==> config.mk <==
export PLATFORM = sky130hd
export DESIGN_NAME = serial_add_sequencer
export DESIGN_NICKNAME = d
export VERILOG_FILES = /design/src/rtl/serial_add_sequencer.sv
export SDC_FILE = /design/constraint.sdc
export NUM_CORES = 1
export LEC_CHECK = 0
export ABC_AREA = 1
export CAP_MARGIN = 20
export CELL_PAD_IN_SITES_DETAIL_PLACEMENT = 1
export CELL_PAD_IN_SITES_GLOBAL_PLACEMENT = 1
export CORE_ASPECT_RATIO = 1.4
export CORE_UTILIZATION = 36
export CTS_CLUSTER_SIZE = 24
export DETAILED_ROUTE_END_ITERATION = 7
export GPL_ROUTABILITY_DRIVEN = 1
export GPL_TIMING_DRIVEN = 0
export HOLD_SLACK_MARGIN = 0.1
export PLACE_DENSITY_LB_ADDON = 0.1
export SYNTH_ARGS = -nofsm -noshare
export SYNTH_HDL_FRONTEND = slang
export SYNTH_SLANG_ARGS = --single-unit
==> constraint.sdc <==
create_clock -name clk -period 1.6 [get_ports clk]
set_input_delay 0.16 -clock clk [delete_from_list [all_inputs] [get_ports clk]]
set_output_delay 0.16 -clock clk [all_outputs]
set_load 0.02 [all_outputs]
==> src/rtl/serial_add_sequencer.sv <==
// Bit-serial adder front end: streams operand bits LSB-first into an external
// combinational full adder and gathers its sum bits into a registered result.
module serial_add_sequencer #(
  parameter int WIDTH = 8
) (
  input  logic             clk,
  input  logic             rst,
  input  logic             start,
  input  logic [WIDTH-1:0] a,
  input  logic [WIDTH-1:0] b,
  input  logic             cin,
  output logic             busy,
  output logic             done,
  output logic [WIDTH-1:0] sum,
  output logic             cout,
  output logic             fa_a,
  output logic             fa_b,
  output logic             fa_c,
  input  logic             fa_s,
  input  logic             fa_co
);

  localparam int CW = (WIDTH > 1) ? $clog2(WIDTH) : 1;
  localparam logic [CW-1:0] LAST_CNT = CW'(WIDTH - 1);

  typedef enum logic [1:0] {
    IDLE  = 2'd0,
    SHIFT = 2'd1,
    DONE  = 2'd2
  } state_t;

  state_t           state_q;
  state_t           state_d;
  logic [WIDTH-1:0] a_sh;
  logic [WIDTH-1:0] b_sh;
  logic [WIDTH-2:0] acc;
  logic             carry;
  logic [CW-1:0]    cnt;
  logic [WIDTH-1:0] sum_q;
  logic             cout_q;

  logic             load;
  logic             in_shift;
  logic             last_bit;
  logic [WIDTH-1:0] acc_next;

  // Start handshake: start is a request with no ready/ack; it is taken on any
  // rising edge where the block is in IDLE or DONE, and dropped otherwise.
  always_comb begin
    state_d  = state_q;
    load     = 1'b0;
    in_shift = (state_q == SHIFT);
    last_bit = (cnt == LAST_CNT);
    case (state_q)
      IDLE: begin
        if (start) begin
          load    = 1'b1;
          state_d = SHIFT;
        end
      end
      SHIFT: begin
        if (last_bit) begin
          state_d = DONE;
        end
      end
      DONE: begin
        if (start) begin
          load    = 1'b1;
          state_d = SHIFT;
        end else begin
          state_d = IDLE;
        end
      end
      default: begin
        state_d = IDLE;
      end
    endcase
  end

  // The full adder's sum bit lands at the top; the LSB of acc_next is only
  // ever needed as part of the final result.
  assign acc_next = {fa_s, acc};

  always_ff @(posedge clk) begin
    if (rst) begin
      state_q <= IDLE;
      a_sh    <= '0;
      b_sh    <= '0;
      acc     <= '0;
      carry   <= 1'b0;
      cnt     <= '0;
      sum_q   <= '0;
      cout_q  <= 1'b0;
    end else begin
      state_q <= state_d;
      if (load) begin
        a_sh  <= a;
        b_sh  <= b;
        carry <= cin;
        cnt   <= '0;
      end else if (in_shift) begin
        acc   <= acc_next[WIDTH-1:1];
        carry <= fa_co;
        a_sh  <= a_sh >> 1;
        b_sh  <= b_sh >> 1;
        // Hold on the final bit so the counter never wraps inside an operation.
        if (!last_bit) begin
          cnt <= cnt + 1'b1;
        end
        if (last_bit) begin
          sum_q  <= acc_next;
          cout_q <= fa_co;
        end
      end
    end
  end

  assign fa_a = in_shift & a_sh[0];
  assign fa_b = in_shift & b_sh[0];
  assign fa_c = in_shift & carry;
  assign busy = in_shift;
  assign done = (state_q == DONE);
  assign sum  = sum_q;
  assign cout = cout_q;

endmodule

==> impl_results.md, run 1 <==
* Outcome: finished, final reports clean
* CTS buffer count at 5
* Placed cell count at about 330
* Iteration-0 DRC Markers at 37
* CP max FO at 7
* Syn Inst Count at around 240
* R2R depth at 8
* Vias per cell at 4.69
* Crit path launch type: flop
* Crit share post-route at between 90% and 100%
* Arr. time, crit path at between 1 and 1.5 ns
* Met2 wire length at about 2.1 mm
* Xor/xnor share of the synthesized area at 0%
* Worst Path Required at about 1.4 ns
* Area of the mapped netlist at about 1700 um^2
* Max-slew headroom at 64.6%
* Most frequent cells in the layout: 48 x nor2_1, 38 x nand2_1, 37 x dfxtp_1
* WS Path Type: flop to output port
* FF-to-FF Start: cnt[0]
* Site Rows at 29
* Total Nets Final at between 300 and 400
* Core area at between 4000 and 5000 um^2
* Die width at 60.4 um
* Fin. max-slew vios at 0
* Pre-CTS WS at -0.0969 ns
* Initial core utilization at 37.5%
* M1 WL at approximately 1.9 mm
* Die Y at between 80 and 90 um
* Final Hold Vio Count at 0
* Layout cell share with drive strength beyond 1 at about an eighth
* 1st-pass router iterations at 4
* Hold Path Class: input pin to flop
* Routed vias at roughly 1600
* Setup Skew at between 0.005 and 0.006 ns
* Ys Warns at 0
* Initial antenna violation count at 0
* Hold depth at 3
* Clock slew at reported path FFs at approximately 0.07 ns
* Max cap viols at 0
* First-pass GRT wire length at 7.25 mm
* Period minus WS final at ~1.5 ns
* IO Port Bufs at 35
* Compound-gate portion of the synthesized area at 12.8%
* Hold path startpoint: a[7]
* ANT nets after route at 0
* Final routed DRC violation total at 0
* Routed WL per cell at between 10 and 15 um
* Mean Syn Cell Area at approximately 7.3 um^2
* Sequential-to-total area share from yosys stat at ~44%
* Hold buffers post-CTS at 0
* Unrepaired setup endpoints after global routing: no
* Fillers at about 600
* Adder and majority cell fraction of the synthesized area at roughly 1.5%
* Commonest non-fill, non-tap cell in the layout: nor2_1
* GRT overflow at 0
* Layout area overhead at 30.5%
* Reg2reg setup slack at ~0.23 ns
* Yosys cell types at 22
* I/O pin count at 36
* H-tree levels at 2
* Leak at around 1.1 nW
* Highest metal used: met4
* Layout Utilization at 49.0%
* Vias in the first global route at approximately 1600
* Largest net degree at the start of global routing at 12
* # diodes at 0
* CTS root buffer: clkbuf_8
* Die area at a little over 5000 um^2
* Final WL at 4.24 mm
* Max Fclk at 682 MHz
* Syn nets at roughly 260
* Worst skew pair latency at 0.29 ns
* Largest family of logic cells by synthesized area: simple AND/OR/NAND/NOR gates
* WHS Endpoint: a_sh[7]
* DR WL met3 at about 120 um
* Worst slew pin tran at 0.531 ns
* Final HPWL DP at ~3 mm
* Mux share of post-synthesis cell area at 0%
* GRT Total Usage at 19.0%
* R2r endpoint: cout
* Max VDD drop at a little under 600 uV
* Max Buffers Root-to-Sink at 2
* Crit path capture type: output port
* Post-Layout Cell Count at around 340
* GPL Wtd Cong at ~0.71
* Power per Cell Area at between 900 and 1000 nW/um^2
* # clock sinks at 38
* Final number of setup-violating endpoints at 0
* TritonCTS clock tree: yes
* #FFs+latches synth at 38
* Final worst slack at around 0.13 ns
* Synth Area in Simple Gates at 29.0%
-- layer usage --
| layer | vias to the layer above | GRT usage (%) |
|---|---|---|
| met3 | 9 | 3.72 |
| met4 | 0 | 7.61 |
| li1 | 818 | - |
| met5 | - | 0 |
| met1 | 752 | 21.7 |
| met2 | 28 | 33.2 |
-- worst max path at each step --
| stage | slack, ns | depth (start not counted) | from | end |
|---|---|---|---|---|
| 2_1_floorplan | 0.40 | 8 | cnt[0] | cout |
| 3_3_place_gp | -0.09 | 5 | state_q[1] | fa_c |
| 3_5_place_dp | -0.1 | 5 | state_q[1] | fa_b |
| 4_1_cts | 0.007 | 5 | state_q[0] | busy |
| 5_1_grt | 0.06 | 5 | state_q[0] | fa_c |
| 6_report | 0.13 | 4 | state_q[1] | done |
-- cells by family after synthesis --
group / Yosys count
buffers and inverters: 44
adder cells (fa/ha/maj): 2
AND/OR/NAND/NOR: 111
AO/OA/AOI/OAI: 40
flip-flops: 38
-- worst max-delay path, cell delays in order, from the launching register on --
cell and delay, ns:
dfxtp_2 0.38, inv_4 0.06, buf_4 0.16, nor2_1 0.08, dlygate4sd2_1 0.33
-- power by group --
group          internal [mW]  switching (mW)  total, mW
logic                  0.154           0.200      0.354
registers               1.01          0.0283       1.04
clock network          0.348           0.341      0.689
-- registers in the layout, indices dropped and copies added, names as in the netlist --
| name | count |
|---|---|
| a_sh | 8 |
| acc | 7 |
| b_sh | 8 |
| carry | 1 |
| cnt | 3 |
| cout | 1 |
| state_q | 2 |
| sum | 8 |
-- what timing repair did --
action / CTS / global route
endpoints found under the setup margin: 5 / 4
cloned: 0 / 0
pin swaps: 0 / 0
buffers inserted: 3 / 0
resized for setup: 12 / 6
-- per-stage QoR --
| stage | total power, mW | setup TNS [ns] | hold slack (ns) | cell area (um^2) |
|---|---|---|---|---|
| after global placement | 1.40 | -0.233 | 0.457 | 2140 |
| final | 2.08 | 0 | 0.429 | 2240 |
| after global routing | 2.19 | 0 | 0.449 | 2240 |
| after floorplan | 1.28 | 0 | 0.233 | 1720 |
| after detailed placement | 1.42 | -0.266 | 0.471 | 2140 |
| after CTS | 2.10 | 0 | 0.426 | 2260 |
-- area by class of cell --
| class | count | area (um^2) | area share, % |
|---|---|---|---|
| buffer | 9 | 76.3 | 3.41 |
| clock buffer | 7 | 86.3 | 3.85 |
| clock inverter | 1 | 5.00 | 0.223 |
| inverter | 35 | 139 | 6.20 |
| multi-input combinational | 153 | 743 | 33.2 |
| sequential | 38 | 762 | 34.0 |
| tap | 62 | 77.6 | 3.46 |
| timing repair buffer | 38 | 352 | 15.7 |
-- Yosys cell counts (all sizes together) --
library cell  instances  area, um^2
a21oi                14        70.1
ha                    2        25.0
o21ai                22         110
nor2                 51         223
buf                   7        68.8
a21boi                1        7.51
clkbuf                2        7.51
nand3                19        95.1
dfxtp                38         761
o211ai                1        7.51
nand2                41         180
inv                  35         136
a211oi                2        25.0
Power figures use the tool's default switching activity.
==> run 2, diff against run 1 <==
--- a/config.mk
+++ b/config.mk
@@ -9,14 +9,15 @@
 export CAP_MARGIN = 20
 export CELL_PAD_IN_SITES_DETAIL_PLACEMENT = 1
 export CELL_PAD_IN_SITES_GLOBAL_PLACEMENT = 1
-export CORE_ASPECT_RATIO = 1.4
-export CORE_UTILIZATION = 36
+export CORE_ASPECT_RATIO = 1.5
+export CORE_UTILIZATION = 38
 export CTS_CLUSTER_SIZE = 24
 export DETAILED_ROUTE_END_ITERATION = 7
 export GPL_ROUTABILITY_DRIVEN = 1
 export GPL_TIMING_DRIVEN = 0
 export HOLD_SLACK_MARGIN = 0.1
 export PLACE_DENSITY_LB_ADDON = 0.1
+export SLEW_MARGIN = 20
 export SYNTH_ARGS = -nofsm -noshare
 export SYNTH_HDL_FRONTEND = slang
 export SYNTH_SLANG_ARGS = --single-unit
==> constraint.sdc (replaced) <==
create_clock -name clk -period 1.7 [get_ports clk]
set_input_delay 0.17 -clock clk [delete_from_list [all_inputs] [get_ports clk]]
set_output_delay 0.17 -clock clk [all_outputs]
set_load 0.02 [all_outputs]
==> run 2 against run 1 <==
Effect of this change:
- the flow now finishes with violations (DRC)
- total power down 0.89%
- sequential power down 6%
- worst hold slack better by 0.010 ns
- core utilization up 2.8 points
- combinational power down 8.5%
- sequential share of layout area up 0.29 points
- design area down 1.0%
- die area down 5.1%
- clock-buffer cell count down 2
- largest power group unchanged
- highest routed layer unchanged
==> impl_results.md, run 2 (synthesis gave the netlist of run 1 again) <==
* Max VDD drop at 476 uV
* Sw Pwr at roughly 0.54 mW
* Worst Path Required at about 1.5 ns
* Failing checks: DRC
* CTS buffer count at 5
* I/O pin count at 36
* Slowest CP cell: dlygate4sd2_1
* Setup Skew at about 0.0083 ns
* Hold Path Class: input pin to flop
* Power per Cell Area at roughly 930 nW/um^2
* Fillers at 570
* Vias in the first global route at 1631
* CTS root buffer: clkbuf_8
* Clk network pwr share at between 30% and 40%
* Crit share post-route at a little over nine tenths
* 1st-pass router iterations at 6
* CP bufs+invs at 4
* Final WL at about 4.2 mm
* GR Util met2 at a little over a third
* Worst skew pair latency at 0.29 ns
* Most frequent cells in the layout: 48 x nor2_1, 38 x nand2_1, 38 x dfxtp_1
* Top delay family on crit path: buffers and inverters
* Reg2reg setup slack at about 0.33 ns
* GRT Total Usage at between 15 and 20%
* R2r endpoint: cout
* Clock slew at reported path FFs at ~0.080 ns
* R2R depth at 8
* GRT overflow at 0
* CP dominant cell by count: buf_6
* WHS Endpoint: a_sh[7]
* Die area at approximately 4800 um^2
* Placed cell count at approximately 320
* Layout cell share with drive strength beyond 1 at about 11%
* Crit path depth at 5
* Site Rows at 29
* Worst slew pin tran at just over 0.5 ns
* CP max FO at 10
* Placed Area at 2120 um^2
* Period minus WS final at approximately 1.6 ns
* Max-slew headroom at roughly two thirds
* Layout area overhead at 29.2%
* Max Buffers Root-to-Sink at 2
* Routed WL per cell at ~13 um
* Final HPWL DP at about 3.1 mm
* Hold path startpoint: a[7]
* First-pass GRT wire length at 7.28 mm
* Outcome: complete, but fails checks
* Initial core utilization at 40.1%
* Final number of setup-violating endpoints at 0
* FF-to-FF Start: cnt[0]
* ANT nets after route at 0
* Max Fclk at roughly 610 MHz
* Crit path launch type: flop
* GR peak layer: met2
* Switching Share at between 20% and 30%
* Unrepaired setup endpoints after global routing: no
* TritonCTS clock tree: yes
* Final instance area at 2220 um^2
* Layout Utilization at about half
* Pwr Total at 2.06 mW
* Gate power share at 15.7%
* Met3 Resource Use GR at under 10%
* Flop pwr share at 47.4%
* H-tree levels at 2
* GPL Wtd Cong at between 0.7 and 0.8
* Vias per cell at ~4.9
* Core area at between 4000 and 5000 um^2
* Die Y at approximately 84 um
* Routed vias at between 1500 and 2000
* Crit path capture type: output port
* CP Cell Sequence: buf_6 > inv_6 > nor2_4 > buf_6 > dlygate4sd2_1
* M1 GR Usage at 21.2%
* Iteration-0 DRC Markers at 56
* Leak at approximately 1.0 nW
* # clock sinks at 38
* Largest net degree at the start of global routing at 13
* IO Port Bufs at 35
* P_int at 1.52 mW
* FF+latch area at 761 um^2
* Area of the multi-input gates at ~740 um^2
* Fin. max-slew vios at 0
* Arr. time, crit path at around 1.5 ns
* Total Nets Final at between 300 and 400
* Commonest non-fill, non-tap cell in the layout: nor2_1
* Die width at between 50 and 60 um
* Final Hold Vio Count at 0
* Final routed DRC violation total at 8
* Max cap viols at 0
* Worst path max stage delay at about 0.34 ns
* Hold depth at 3
* Initial antenna violation count at 0
* WS Path Type: flop to output port
* Post-Layout Cell Count at between 300 and 400
* # diodes at 0
## run 2: changes by cell type in the layout (fill, tap and decap cells not counted), sizes merged
| cell | delta |
|---|---|
| buf | -6 |
| bufinv | +1 |
| clkinv | +1 |
| dlygate4sd2 | +1 |
## run 2: worst max path at each step
stage / start / end
after floorplan: cnt[0] / cout
after global placement: state_q[1] / fa_c
after detailed placement: state_q[1] / fa_b
after CTS: state_q[0] / fa_a
after global routing: state_q[0] / busy
final: state_q[0] / busy
## run 2: metrics by stage
stage | TNS [ns] | hold slack (ns) | worst slack [ns]
detailed placement | 0 | 0.466 | 0.00330
floorplan | 0 | 0.243 | 0.501
CTS | 0 | 0.440 | 0.00780
global route | 0 | 0.458 | 0.00464
finish | 0 | 0.439 | 0.0615
global placement | -0.0272 | 0.456 | -0.0272
## run 2: layout make-up
class | instances | area share (%)
clock inverter | 3 | 1.80
tap | 46 | 2.59
buffer | 9 | 3.44
inverter | 35 | 6.26
clock buffer | 5 | 3.10
sequential | 38 | 34.3
multi-input combinational | 153 | 33.5
timing repair buffer | 35 | 15.0
## run 2: power by group through the flow
| stage | clock network (mW) | registers (mW) | logic (mW) |
|---|---|---|---|
| after floorplan | 0 | 0.989 | 0.217 |
| after global placement | 0 | 0.994 | 0.326 |
| after detailed placement | 0 | 0.997 | 0.334 |
| after CTS | 0.775 | 0.977 | 0.332 |
| after global routing | 0.813 | 0.984 | 0.366 |
| final | 0.759 | 0.977 | 0.324 |
## run 2: worst register-to-register path: cells and delay by family (launching register included)
family | cells | cell delay, ns
buffers and inverters | 2 | 0.23
adder cells (fa/ha/maj) | 2 | 0.39
flip-flops | 1 | 0.33
AND/OR/NAND/NOR | 4 | 0.32
## run 2: routing by layer
metal / up-vias / wire length (um)
met5: - / 0
met4: 0 / 68
met3: 7 / 137
met2: 32 / 2190
met1: 742 / 1830
li1: 816 / -
## run 2: timing repair
action / 4_1_cts / 5_1_grt
setup buffers: 0 / 0
hold buffers: 0 / 0
endpoints found under the hold margin: 0 / 0
endpoints found under the setup margin: 5 / 3
pin swaps: 0 / 0
resized for setup: 7 / 5
cloned: 0 / 0
==> run 3, diff against run 2 <==
--- a/config.mk
+++ b/config.mk
@@ -10,7 +10,7 @@
 export CELL_PAD_IN_SITES_DETAIL_PLACEMENT = 1
 export CELL_PAD_IN_SITES_GLOBAL_PLACEMENT = 1
 export CORE_ASPECT_RATIO = 1.5
-export CORE_UTILIZATION = 38
+export CORE_UTILIZATION = 36
 export CTS_CLUSTER_SIZE = 24
 export DETAILED_ROUTE_END_ITERATION = 7
 export GPL_ROUTABILITY_DRIVEN = 1
==> constraint.sdc (replaced) <==
create_clock -name clk -period 1.8 [get_ports clk]
set_input_delay 0.18 -clock clk [delete_from_list [all_inputs] [get_ports clk]]
set_output_delay 0.18 -clock clk [all_outputs]
set_load 0.02 [all_outputs]
==> run 3 against run 2 <==
Effect of this change:
- largest cell class unchanged
- sequential share of layout area shrank 0.21 points
- design area grew 0.62%
- total power shrank 11%
- register-to-register slack gained 0.11 ns
- highest routed layer unchanged
- clock skew shrank 0.0042 ns
- the flow now finishes without violations
- worst hold slack gained 0.0087 ns
- critical path type unchanged
- clock power shrank 19%
- core utilization shrank 2.7 points
- critical path depth shrank 2
- clock-buffer cell count grew 2
- global-route usage shrank 0.86 points
==> impl_results.md, run 3 (synthesis gave the netlist of run 1 again) <==
* Routed WL per cell at around 12 um
* Worst skew pair latency at 0.29 ns
* GR Util met2 at roughly 32%
* CP max FO at 8
* Die area at about 5000 um^2
* Commonest non-fill, non-tap cell in the layout: nor2_1
* WS Path Type: flop to output port
* Core area at about 4500 um^2
* Final number of setup-violating endpoints at 0
* Final WL at a little over 4 mm
* Outcome: finished, final reports clean
* Arr. time, crit path at about 1.5 ns
* Clock slew at reported path FFs at ~0.070 ns
* IO Port Bufs at 35
* Final worst slack at ~0.10 ns
* Met3 Resource Use GR at about 4.2%
* Layout area overhead at 30.0%
* TritonCTS clock tree: yes
* Pwr Total at ~1.8 mW
* WHS Endpoint: a_sh[7]
* Fin. max-slew vios at 0
* Total Nets Final at approximately 300
* Final Hold Vio Count at 0
* Vias per cell at between 4 and 5
* H-tree levels at 2
* Max Fclk at around 600 MHz
* Max VDD drop at approximately 400 uV
* Largest net degree at the start of global routing at 12
* Max Buffers Root-to-Sink at 2
* GRT Total Usage at between 10% and 20%
* M1 GR Usage at between 20% and 30%
* 1st-pass router iterations at 4
* Worst slew pin tran at between 0.5 and 0.6 ns
* Crit path capture type: output port
* Max cap viols at 0
* Crit path launch type: flop
* Initial antenna violation count at 0
* R2r endpoint: cout
* Crit share post-route at a little over nine tenths
* Hold depth at 3
* Die width at roughly 58 um
* ANT nets after route at 0
* First-pass GRT wire length at roughly 7.1 mm
* Site Rows at 30
* GRT overflow at 0
* R2R depth at 8
* Die Y at 86.6 um
* Final HPWL DP at just over 3 mm
* # diodes at 0
* Max-slew headroom at around 65%
* Pre-CTS WS at around 0.07 ns
* I/O pin count at 36
* FF-to-FF Start: cnt[0]
* # clock sinks at 38
* CTS buffer count at 5
* CTS root buffer: clkbuf_8
* Hold Path Class: input pin to flop
* Vias in the first global route at 1524
* Final routed DRC violation total at 0
* GR peak layer: met2
* Layout Utilization at 49.1%
* Routed vias at about 1600
* Initial core utilization at a little under two fifths
* Iteration-0 DRC Markers at 38
* GPL Wtd Cong at 0.761
* Unrepaired setup endpoints after global routing: no
* Post-Layout Cell Count at about 340
* Post-CTS Resized at 5
* Setup Buffers After CTS at 0
* Worst Path Required at roughly 1.6 ns
* Period minus WS final at 1.70 ns
* Hold path startpoint: a[7]
* Leak at 1.04 nW
* Setup Skew at approximately 0.0042 ns
* Placed cell count at between 300 and 400
* Setup TNS Final at 0 ns
* Reg2reg setup slack at between 0.4 and 0.5 ns
* Hold buffers post-CTS at 0
* Layout cell share with drive strength beyond 1 at between 9 and 10%
* Power per Cell Area at just over 800 nW/um^2
* Most frequent cells in the layout: 48 x nor2_1, 38 x nand2_1, 38 x dfxtp_1
[run 3: cell types whose count changed in the layout (fill, tap and decap cells not counted)]
cell / previous run / this run
bufinv_16: 1 / 0
clkdlybuf4s50_1: 30 / 31
clkinv_2: 2 / 1
clkbuf_8: 5 / 6
clkbuf_1: 2 / 3
clkbuf_2: 3 / 1
dlygate4sd2_1: 2 / 3
[run 3: metrics by stage]
stage / hold WS [ns] / area [um^2]
after floorplan: 0.253 / 1720
after global placement: 0.454 / 2150
after detailed placement: 0.460 / 2150
after CTS: 0.447 / 2240
after global routing: 0.454 / 2230
final: 0.447 / 2230
[run 3: power by group]
group          switching (mW)  internal (mW)  leakage [nW]
clock network           0.303          0.309        0.0482
registers              0.0258          0.895         0.312
logic                   0.172          0.133         0.680
total                   0.501           1.34          1.04
[run 3: routing by layer]
layer	wire (um)	part of all wire, %
met5	0	0
met4	53	1.3
met3	116	2.8
met2	2030	50
met1	1900	46
[run 3: worst max-delay path by stage]
stage                          start    to  slack, ns  cells past startpoint
after floorplan               cnt[0]  cout       0.60                      8
after global placement    state_q[1]  fa_c       0.05                      5
after detailed placement  state_q[1]  fa_c       0.07                      5
after CTS                 state_q[0]  fa_c       0.06                      5
after global routing      state_q[1]  done     0.0003                      3
final                     state_q[1]  done       0.10                      3
[run 3: layout make-up]
class / instances / area (um^2)
Tap cell: 64 / 80.1
Inverter: 35 / 139
Fill cell: 594 / 2310
Multi-Input combinational cell: 153 / 743
Clock inverter: 1 / 5.00
Timing Repair Buffer: 35 / 342
Buffer: 9 / 76.3
Sequential cell: 38 / 761
Clock buffer: 7 / 86.3
[run 3: critical path: stages, from the launching register on]
cell	delay [ns]
dfxtp_1	0.43
inv_4	0.10
nor2_1	0.10
clkdlybuf4s50_1	0.60
